--- config.mk ---
export PLATFORM = sky130hd
export DESIGN_NAME = boot_bus_sequencer
export DESIGN_NICKNAME = d
export VERILOG_FILES = /design/src/rtl/boot_bus_sequencer_pkg.sv /design/src/rtl/boot_bus_sequencer_addr_decode.sv /design/src/rtl/boot_bus_sequencer.sv
export SDC_FILE = /design/constraint.sdc
export NUM_CORES = 1
export LEC_CHECK = 0
export ABC_AREA = 1
export CORE_MARGIN = 2
export CORE_UTILIZATION = 35
export CTS_CLUSTER_SIZE = 24
export DETAILED_ROUTE_END_ITERATION = 7
export GPL_TIMING_DRIVEN = 0
export PLACE_DENSITY = 0.57
export RECOVER_POWER = 25
export SYNTH_ARGS = -nofsm -noshare
export SYNTH_HDL_FRONTEND = slang
export SYNTH_HIERARCHICAL = 1
export SYNTH_SLANG_ARGS = --single-unit
--- constraint.sdc ---
create_clock -name clock -period 2.4 [get_ports clock]
set_input_delay 0.36 -clock clock [delete_from_list [all_inputs] [get_ports clock]]
set_output_delay 0.36 -clock clock [all_outputs]
set_load 0.01 [all_outputs]
--- src/rtl/boot_bus_sequencer_pkg.sv ---
// Shared bootstrap definitions: FSM encoding, RUN memory map and default timing.
package boot_bus_sequencer_pkg;

  localparam logic [2:0] ST_IDLE    = 3'd0;
  localparam logic [2:0] ST_START   = 3'd1;
  localparam logic [2:0] ST_COPY    = 3'd2;
  localparam logic [2:0] ST_HANDOFF = 3'd3;
  localparam logic [2:0] ST_RELEASE = 3'd4;
  localparam logic [2:0] ST_RUN     = 3'd5;
  localparam logic [2:0] ST_ERROR   = 3'd6;

  localparam int DEF_HANDOFF_CYCLES   = 4;
  localparam int DEF_CPU_RESET_CYCLES = 8;
  localparam int DEF_COPY_TIMEOUT     = 262144;

  localparam logic [15:0] RAM_LOW_LIMIT = 16'hBFFF;
  localparam logic [15:0] VIA_BASE      = 16'hC000;
  localparam logic [15:0] VIA_LIMIT     = 16'hC0FF;
  localparam logic [15:0] ACIA_BASE     = 16'hC100;
  localparam logic [15:0] ACIA_LIMIT    = 16'hC1FF;
  localparam logic [15:0] SHADOW_BASE   = 16'hE000;

  // Counter width that holds the largest of the three cycle budgets.
  function automatic int cnt_width(input int a, input int b, input int c);
    int m;
    m = a;
    if (b > m) m = b;
    if (c > m) m = c;
    return $clog2(m + 1);
  endfunction

endpackage

--- src/rtl/boot_bus_sequencer_addr_decode.sv ---
// CPU-side chip-select decode for the RUN memory map; purely combinational.
module addr_decode
  import boot_bus_sequencer_pkg::*;
(
  input  logic [15:0] cpu_address,
  input  logic        cpu_rwb,
  input  logic        enable,
  input  logic        wp,
  output logic        ram_cs_n,
  output logic        eeprom_cs_n,
  output logic        via_cs_n,
  output logic        acia_cs_n
);

  always_comb begin
    ram_cs_n    = 1'b1;
    eeprom_cs_n = 1'b1;
    via_cs_n    = 1'b1;
    acia_cs_n   = 1'b1;
    if (enable) begin
      if (cpu_address <= RAM_LOW_LIMIT) begin
        ram_cs_n = 1'b0;
      end else if (cpu_address >= VIA_BASE && cpu_address <= VIA_LIMIT) begin
        via_cs_n = 1'b0;
      end else if (cpu_address >= ACIA_BASE && cpu_address <= ACIA_LIMIT) begin
        acia_cs_n = 1'b0;
      end else if (cpu_address >= SHADOW_BASE && !(wp && !cpu_rwb)) begin
        // Shadow copy of the boot image: reads always, writes only when unprotected.
        ram_cs_n = 1'b0;
      end
    end
  end

endmodule

--- src/rtl/boot_bus_sequencer.sv ---
// Boot sequencer: starts the EEPROM-to-RAM copier, hands the bus to the CPU,
// releases CPU reset and then decodes CPU chip selects.
module boot_bus_sequencer
  import boot_bus_sequencer_pkg::*;
#(
  parameter int HANDOFF_CYCLES   = DEF_HANDOFF_CYCLES,
  parameter int CPU_RESET_CYCLES = DEF_CPU_RESET_CYCLES,
  parameter int COPY_TIMEOUT     = DEF_COPY_TIMEOUT,
  parameter bit SHADOW_WP        = 1'b1
) (
  input  logic        clock,
  input  logic        reset,
  input  logic        copy_done,
  input  logic [15:0] cpu_address,
  input  logic        cpu_rwb,
  output logic        copy_start,
  output logic        copier_bus_en,
  output logic        cpu_be,
  output logic        cpu_reset_n,
  output logic        ram_cs_n,
  output logic        eeprom_cs_n,
  output logic        via_ce_n,
  output logic        acia_ce_n,
  output logic        boot_error
);

  localparam int CNT_W = cnt_width(HANDOFF_CYCLES, CPU_RESET_CYCLES, COPY_TIMEOUT);
  localparam logic [CNT_W-1:0] COPY_LAST    = CNT_W'(COPY_TIMEOUT - 1);
  localparam logic [CNT_W-1:0] HANDOFF_LAST = CNT_W'(HANDOFF_CYCLES - 1);
  localparam logic [CNT_W-1:0] RELEASE_LAST = CNT_W'(CPU_RESET_CYCLES - 1);
  localparam logic [CNT_W-1:0] CNT_MAX      = '1;

  logic [2:0]       state_reg, state_next;
  logic [CNT_W-1:0] cnt_reg, cnt_next;
  logic             copy_start_reg, copier_bus_en_reg, cpu_be_reg;
  logic             cpu_reset_n_reg, boot_error_reg;
  logic             dec_ram_cs_n, dec_eeprom_cs_n;

  always_comb begin
    state_next = state_reg;
    case (state_reg)
      ST_IDLE:    state_next = ST_START;
      ST_START:   state_next = ST_COPY;
      ST_COPY: begin
        if (copy_done)                   state_next = ST_HANDOFF;
        else if (cnt_reg == COPY_LAST)   state_next = ST_ERROR;
      end
      ST_HANDOFF: if (cnt_reg == HANDOFF_LAST) state_next = ST_RELEASE;
      ST_RELEASE: if (cnt_reg == RELEASE_LAST) state_next = ST_RUN;
      ST_RUN:     state_next = ST_RUN;
      ST_ERROR:   state_next = ST_ERROR;
      default:    state_next = ST_IDLE;
    endcase
  end

  // Counter restarts on every state change and saturates instead of wrapping.
  always_comb begin
    cnt_next = cnt_reg;
    if (state_next != state_reg)  cnt_next = '0;
    else if (cnt_reg != CNT_MAX)  cnt_next = cnt_reg + 1'b1;
  end

  always_ff @(posedge clock) begin
    if (reset) begin
      state_reg         <= ST_IDLE;
      cnt_reg           <= '0;
      copy_start_reg    <= 1'b0;
      copier_bus_en_reg <= 1'b0;
      cpu_be_reg        <= 1'b0;
      cpu_reset_n_reg   <= 1'b0;
      boot_error_reg    <= 1'b0;
    end else begin
      state_reg         <= state_next;
      cnt_reg           <= cnt_next;
      copy_start_reg    <= (state_next == ST_START);
      copier_bus_en_reg <= (state_next == ST_START) || (state_next == ST_COPY);
      cpu_be_reg        <= (state_next == ST_RELEASE) || (state_next == ST_RUN);
      cpu_reset_n_reg   <= (state_next == ST_RUN);
      boot_error_reg    <= (state_next == ST_ERROR);
    end
  end

  addr_decode u_addr_decode (
    .cpu_address (cpu_address),
    .cpu_rwb     (cpu_rwb),
    .enable      (state_reg == ST_RUN),
    .wp          (SHADOW_WP),
    .ram_cs_n    (dec_ram_cs_n),
    .eeprom_cs_n (dec_eeprom_cs_n),
    .via_cs_n    (via_ce_n),
    .acia_cs_n   (acia_ce_n)
  );

  // While the copier owns the bus the CPU-side RAM/EEPROM strobes stay inactive.
  assign ram_cs_n      = copier_bus_en_reg ? 1'b1 : dec_ram_cs_n;
  assign eeprom_cs_n   = copier_bus_en_reg ? 1'b1 : dec_eeprom_cs_n;

  assign copy_start    = copy_start_reg;
  assign copier_bus_en = copier_bus_en_reg;
  assign cpu_be        = cpu_be_reg;
  assign cpu_reset_n   = cpu_reset_n_reg;
  assign boot_error    = boot_error_reg;

endmodule

==> summary.md, run 1 <==
| Metric | Value |
|---|---|
| Biggest area consumer among synthesized cells | sky130_fd_sc_hd__dfxtp_1 |
| Leakage | 0.828 nW |
| Fmax achieved | 0.449 GHz |
| CP Launch Point | state_reg[0]$_SDFF_PP0_ |
| Cell count after synthesis | 242 |
| Synthesized cell area | 0.00169 mm^2 |
| Fraction of the core area covered by cells at the end of the flow | 42.3% |
| Hold Crit Start | cnt_reg[18]$_SDFFE_PP0P_ |
| Core ar. | 0.00469 mm^2 |
| Diodes inserted | 0 |
| I/O pin cnt | 29 |
| DRC marker count from the first detailed-route iteration | 73 |
| Max-slew violation total from the final report | 0 |
| Die boundary height | 73.6 um |
| Total power density per cell area | 541 mW/mm^2 |
| Post-layout net count | 287 |
| Max reg flops | 19 |
| Number of synthesized flops with an enable pin | 0 |
| Setup TNS after final layout | 0 ps |
| Reg-to-reg critical path startpoint | cnt_reg[0]$_SDFFE_PP0P_ |
| Final hold vios | 0 |
| Initial DRT Pass Iterations | 4 |
| HPWL after detailed placement | 2870 um |
| Max-cap viol count | 0 |
| Share of synthesized cell area in and, or, nand and nor gates | 47.7% |
| Worst vdd ir | 0.207 mV |
| Routed WL per cell | 11.5 um |
| Max clock buf depth | 2 |
| CTS sink cnt | 27 |
| Total number of vias | 1543 |
| Clock slew at reported path FFs | 100 ps |
| Number of setup violations in the final report | 0 |
| Syn avg cell area | 7.00 um^2 |
| Max FO, Critical Path | 4 |
| Source-to-sink clock delay at the later pin of the worst-skew pair | 280 ps |
| Final period demand of the worst path | 2230 ps |
| Portion of netlist area occupied by mux cells | 0% |
| Fraction of post-synthesis cell area in the top cell type by area | 31.9% |
| Area growth, synth to finish | 17.2% |
| IO Port Bufs | 19 |
| Critical path class | register to output pin |
| Vias in the first global route | 1430 |
| Number of nets still failing antenna checks after routing | 0 |
| Root buffer cell | sky130_fd_sc_hd__clkbuf_8 |
| Maximum number of pins on one net before global-route repair | 17 |
| Area fraction in compound gates after synthesis | 4.06% |
| Most area-consuming cells after synthesis | sky130_fd_sc_hd__dfxtp_1, sky130_fd_sc_hd__nor2_1, sky130_fd_sc_hd__nand2_1 |
| Remaining routing DRC violations | 0 |
| Total wirelength of the detailed-routed design | 3660 um |
| Unrepaired setup endpoints after global routing | false |
| Number of buffers created by CTS | 3 |
| Leading register cell type out of synthesis | sky130_fd_sc_hd__dfxtp_1 |
| Layout cells sized above 1 | 14.3% |
| Arrival time at the worst endpoint | 1870 ps |
| Xor/xnor share of the synthesized area | 5.69% |
| Adder-cell area share of the yosys netlist | 0.739% |
| Global routing usage summed across all routing layers | 15.0% |
| Main combinational cell family by area after synthesis | simple AND/OR/NAND/NOR gates |
| GPL Wtd Cong | 0.871 |
| Global route total overflow | 0 |
| Setup crit end kind | output pin |
| CTS tree | built |
| FF+latch count, synth | 27 |
| Share of the clock period used by the worst path | 92.8% |
| Die extent in x | 73.6 um |
| Number of synthesis warnings | 6 |
| Die Footprint | 0.00541 mm^2 |
| Synth Net Count | 263 |
| Global-route wire length before repair | 6330 um |
| Required time worst endpoint | 2040 ps |
| Synth unique cells | 34 |
| Initial antenna violation count | 0 |
| Post-detailed-route via-to-cell ratio | 4.84 |
| Hold Path Class | register to register |
| Layout Skew | 5.22 ps |
| Number of rows created at floorplan | 25 |
| Async S/R FF share, synth | 0% |
| CTS Hold Buffers Added | 0 |
| Number of levels the H-tree was split into | 1 |
| Share of synthesized area occupied by flip-flops and latches | 31.9% |
| Worst setup SP type | register |
| Outcome | finished clean |
| Initial core utilization | 36.1% |
-- synth_stat cells (2+ instances only) --
library cell and count:
sky130_fd_sc_hd__a21oi_1 7, sky130_fd_sc_hd__conb_1 2, sky130_fd_sc_hd__dfxtp_1 27, sky130_fd_sc_hd__inv_1 24, sky130_fd_sc_hd__inv_2 2, sky130_fd_sc_hd__nand2_1 46, sky130_fd_sc_hd__nand2_2 4, sky130_fd_sc_hd__nand2_4 2
sky130_fd_sc_hd__nand3_1 13, sky130_fd_sc_hd__nand3_2 2, sky130_fd_sc_hd__nand3b_1 2, sky130_fd_sc_hd__nand4_1 2, sky130_fd_sc_hd__nor2_1 49, sky130_fd_sc_hd__nor2_2 3, sky130_fd_sc_hd__nor3_1 13, sky130_fd_sc_hd__nor3_2 11
sky130_fd_sc_hd__nor3b_1 3, sky130_fd_sc_hd__o21ai_0 3, sky130_fd_sc_hd__or2_2 3, sky130_fd_sc_hd__xnor2_1 5, sky130_fd_sc_hd__xor2_1 6
-- through the flow --
step | std cells | worst slack (ps) | instance area [um^2] | power (mW) | hold slack (ps)
after floorplan | 242 | 704 | 1690 | 0.741 | 432
after global placement | 315 | 268 | 1950 | 0.830 | 576
after detailed placement | 315 | 260 | 1950 | 0.828 | 581
after CTS | 319 | 121 | 2000 | 1.10 | 599
after global routing | 319 | 24.7 | 1990 | 1.15 | 645
final | 319 | 172 | 1990 | 1.07 | 589
-- kinds of logic after synthesis --
logic type,Yosys count
AND/OR/NAND/NOR,157
buffers and inverters,31
flip-flops,27
AO/OA/AOI/OAI,13
XOR/XNOR,11
other,2
adder cells (fa/ha/maj),1
-- final cells by class --
| type | instances | area, um^2 |
|---|---|---|
| inverter | 27 | 106 |
| buffer | 4 | 53.8 |
| clock inverter | 1 | 7.51 |
| clock buffer | 3 | 41.3 |
| sequential | 27 | 541 |
| fill | 536 | 2710 |
| tap | 54 | 67.6 |
| multi-input combinational | 184 | 978 |
| timing repair buffer | 19 | 190 |
-- worst paths after layout --
path,endpoint,slack [ps],cells after the start
hold reg to reg,cnt_reg[18]$_SDFFE_PP0P_,590,2
setup / recovery,ram_cs_n,170,7
setup reg to reg,cnt_reg[15]$_SDFFE_PP0P_,430,11
hold / removal,cnt_reg[18]$_SDFFE_PP0P_,590,2
-- where the power goes --
group	internal [mW]	total, mW	switching [mW]
clock network	0.118	0.275	0.157
registers	0.470	0.489	0.0193
logic	0.113	0.311	0.198
-- timing repair --
action	4_1_cts	5_1_grt
setup buffers	0	0
setup endpoints to repair	0	1
hold endpoints to repair	0	0
gates resized for setup	0	1
-- layout by cell type (no fill, tap or decap), types with 2 or more instances in the layout --
| master | netlist | final |
|---|---|---|
| sky130_fd_sc_hd__conb_1 | 2 | 2 |
| sky130_fd_sc_hd__clkdlybuf4s50_1 | 0 | 14 |
| sky130_fd_sc_hd__xor2_1 | 6 | 6 |
| sky130_fd_sc_hd__xnor2_1 | 5 | 5 |
| sky130_fd_sc_hd__nand3_1 | 13 | 13 |
| sky130_fd_sc_hd__nor3_1 | 13 | 13 |
| sky130_fd_sc_hd__inv_2 | 2 | 2 |
| sky130_fd_sc_hd__nand3b_1 | 2 | 2 |
| sky130_fd_sc_hd__nand2_2 | 4 | 3 |
| sky130_fd_sc_hd__nor3b_1 | 3 | 3 |
| sky130_fd_sc_hd__a21oi_1 | 7 | 7 |
| sky130_fd_sc_hd__nand3_2 | 2 | 2 |
| sky130_fd_sc_hd__or2_2 | 3 | 3 |
| sky130_fd_sc_hd__nand2_1 | 46 | 47 |
| sky130_fd_sc_hd__nor2_2 | 3 | 4 |
| sky130_fd_sc_hd__o21ai_0 | 3 | 3 |
| sky130_fd_sc_hd__dfxtp_1 | 27 | 27 |
| sky130_fd_sc_hd__nor2_1 | 49 | 48 |
| sky130_fd_sc_hd__inv_1 | 24 | 24 |
| sky130_fd_sc_hd__clkbuf_8 | 0 | 3 |
| sky130_fd_sc_hd__nand2_4 | 2 | 2 |
| sky130_fd_sc_hd__dlygate4sd3_1 | 0 | 5 |
| sky130_fd_sc_hd__nor3_2 | 11 | 11 |
| sky130_fd_sc_hd__nand4_1 | 2 | 3 |
-- routing by layer --
metal,up-vias,GRT usage (%),wire (um)
met2,28,25.5,1710
met3,7,1.78,129
met1,700,19.2,1740
met5,-,0,0
li1,808,-,-
met4,0,5.86,80
-- critical path: stages (launching register included) --
cell and delay [ps]:
sky130_fd_sc_hd__dfxtp_1 380, sky130_fd_sc_hd__inv_1 100, sky130_fd_sc_hd__nor2_2 140, sky130_fd_sc_hd__nand2_1 90
sky130_fd_sc_hd__inv_1 80, sky130_fd_sc_hd__nand2_1 50, sky130_fd_sc_hd__or2_2 260, sky130_fd_sc_hd__clkdlybuf4s50_1 490
(Power assumes the default switching activity.)
==> inputs of run 2 (changes only) <==
--- a/config.mk
+++ b/config.mk
@@ -9,5 +9,4 @@
 export CORE_MARGIN = 2
 export CORE_UTILIZATION = 35
-export CTS_CLUSTER_SIZE = 24
 export DETAILED_ROUTE_END_ITERATION = 7
 export GPL_TIMING_DRIVEN = 0
==> constraint.sdc (replaced) <==
create_clock -name clock -period 2.5 [get_ports clock]
set_input_delay 0.625 -clock clock [delete_from_list [all_inputs] [get_ports clock]]
set_output_delay 0.625 -clock clock [all_outputs]
set_load 0.01 [all_outputs]
==> summary.md, run 2 (synthesis gave the netlist of run 1 again) <==
| Metric | Value |
|---|---|
| Number of buffers created by CTS | 3 (unchanged) |
| DRC marker count from the first detailed-route iteration | 75 (+2.7%) |
| Max clock buf depth | 2 (unchanged) |
| Vias in the first global route | 1430 (unchanged) |
| Area growth, synth to finish | 17.1% (about the same) |
| Required time worst endpoint | 1880 ps (-160 ps) |
| Max reg flops | 19 (unchanged) |
| End point of the critical path | ram_cs_n |
| Root buffer cell | sky130_fd_sc_hd__clkbuf_8 |
| Leakage | 0.825 nW (-0.40%) |
| GPL Wtd Cong | 0.871 (unchanged) |
| HPWL after detailed placement | 2870 um (unchanged) |
| Initial DRT Pass Iterations | 4 (unchanged) |
| Internal reg-to-reg setup slack | 530 ps (+100 ps) |
| Initial core utilization | 36.1% (unchanged) |
| Global routing usage summed across all routing layers | 15.0% (unchanged) |
| Worst setup SP type | input port |
| Share of the clock period used by the worst path | 92.3% |
| Final hold vios | 0 (unchanged) |
| Unrepaired setup endpoints after global routing | false |
| Clock slew at reported path FFs | 100 ps (about the same) |
| Most frequent cells in the layout | sky130_fd_sc_hd__nand2_1, sky130_fd_sc_hd__nor2_1, sky130_fd_sc_hd__dfxtp_1 |
| Total power density per cell area | 520 mW/mm^2 (-3.9%) |
| Initial antenna violation count | 0 (unchanged) |
| Endpoint of the lowest-slack register-to-register path | cnt_reg[15]$_SDFFE_PP0P_ |
| R2r worst-path depth | 11 (unchanged) |
| Worst hold slack after final layout | 589 ps (unchanged) |
| Wire length on met1 | 1740 um (-0.17%) |
| Global route total overflow | 0 (unchanged) |
| DR top layer | met4 |
| Layout cells sized above 1 | 15.1% (+0.75 points) |
| Global-route wire length before repair | 6330 um (unchanged) |
| Diodes inserted | 0 (unchanged) |
| Max-slew violation total from the final report | 0 (unchanged) |
| Setup crit end kind | output pin |
| Total number of vias | 1545 (+0.13%) |
| Max-cap viol count | 0 (unchanged) |
| Final cell count without fillers | 319 (unchanged) |
| CTS Hold Buffers Added | 0 (unchanged) |
| Post-detailed-route via-to-cell ratio | 4.84 (+0.13%) |
| CP Launch Point | cpu_address[13] |
| Routed WL per cell | 11.5 um (unchanged) |
| CTS sink cnt | 27 (unchanged) |
| Max FO, Critical Path | 2 (-2) |
| Number of setup violations in the final report | 0 (unchanged) |
| Core ar. | 0.00469 mm^2 (unchanged) |
| CTS tree | built |
| Arrival time at the worst endpoint | 1680 ps (-190 ps) |
| Worst vdd ir | 0.199 mV (-4.0%) |
| Die boundary height | 73.6 um (unchanged) |
| Reg-to-reg critical path startpoint | cnt_reg[0]$_SDFFE_PP0P_ |
| Fmax achieved | 0.433 GHz |
| Total met2 wirelength after detailed routing | 1710 um (about the same) |
| Outcome | finished clean |
| Post-layout net count | 287 (unchanged) |
| Die Footprint | 0.00541 mm^2 (unchanged) |
| Number of rows created at floorplan | 25 (unchanged) |
| Remaining routing DRC violations | 0 (unchanged) |
| Number of levels the H-tree was split into | 1 (unchanged) |
| Wire length on met3 | 131 um (+1.6%) |
| I/O pin cnt | 29 (unchanged) |
| Total wirelength of the detailed-routed design | 3660 um (unchanged) |
| # placed instances | 315 (unchanged) |
| Critical path class | input port to output pin |
| Final period demand of the worst path | 2310 ps |
| Hold Path Class | register to register |
| Layout Skew | 5.18 ps (-0.0373 ps) |
| Source-to-sink clock delay at the later pin of the worst-skew pair | 280 ps (about the same) |
| IO Port Bufs | 19 (unchanged) |
| Die extent in x | 73.6 um (unchanged) |
| Number of nets still failing antenna checks after routing | 0 (unchanged) |
| Maximum number of pins on one net before global-route repair | 17 (unchanged) |
[run 2: changes by cell type in the layout (fill, tap and decap cells not counted), sizes merged]
| cell | before | now |
|---|---|---|
| clkbuf | 3 | 4 |
| clkdlybuf4s50 | 14 | 10 |
| dlygate4sd2 | 0 | 1 |
| dlygate4sd3 | 5 | 6 |
| dlymetal6s2s | 0 | 1 |
[run 2: critical path, stage by stage]
cell and delay [ps]:
sky130_fd_sc_hd__clkdlybuf4s50_1 470, sky130_fd_sc_hd__o21ai_0 80, sky130_fd_sc_hd__nand2_1 60, sky130_fd_sc_hd__nand2_1 40, sky130_fd_sc_hd__or2_2 260, sky130_fd_sc_hd__clkbuf_2 130
[run 2: power by group]
group	leakage (nW)	internal, mW	total, mW	switching (mW)
Combinational	0.584	0.108	0.298	0.190
Clock	0.0217	0.114	0.264	0.150
Sequential	0.219	0.451	0.469	0.0185
[run 2: worst min-delay path by stage]
stage | start | endpoint | slack [ps] | cells past startpoint
2_1_floorplan | state_reg[0]$_SDFF_PP0_ | copy_start$_SDFF_PP0_ | 540 | 3
3_3_place_gp | cnt_reg[18]$_SDFFE_PP0P_ | cnt_reg[18]$_SDFFE_PP0P_ | 580 | 2
3_5_place_dp | cnt_reg[18]$_SDFFE_PP0P_ | cnt_reg[18]$_SDFFE_PP0P_ | 580 | 2
4_1_cts | cnt_reg[18]$_SDFFE_PP0P_ | cnt_reg[18]$_SDFFE_PP0P_ | 600 | 2
5_1_grt | cnt_reg[14]$_SDFFE_PP0P_ | cnt_reg[14]$_SDFFE_PP0P_ | 640 | 2
6_report | cnt_reg[18]$_SDFFE_PP0P_ | cnt_reg[18]$_SDFFE_PP0P_ | 590 | 2
[run 2: layout make-up]
type,instances,area [um^2]
inverter,27,106
multi-input combinational,184,981
buffer,4,53.8
sequential,27,541
clock inverter,1,7.51
timing repair buffer,19,186
tap,54,67.6
clock buffer,3,41.3
fill,534,2710
[run 2: what timing repair did]
item | in CTS | in global routing
setup endpoints to repair | 2 | 2
gates resized for setup | 2 | 5
gates cloned | 0 | 0
buffers inserted | 0 | 0
[run 2: per-layer routing]
layer | track usage, % | vias to the layer above
li1 | - | 808
met1 | 19.2 | 702
met5 | 0 | -
met4 | 5.86 | 0
met3 | 1.78 | 7
met2 | 25.5 | 28
[run 2: stage by stage]
stage	power [mW]	util, %	setup slack (ps)	TNS [ps]	area (um^2)
2_1_floorplan	0.711	-	768	0	1690
3_3_place_gp	0.797	41.6	-162	-198	1950
3_5_place_dp	0.795	41.6	-170	-213	1950
4_1_cts	1.06	42.6	33.5	0	2000
5_1_grt	1.10	42.3	46.4	0	1980
6_report	1.03	42.3	193	0	1980
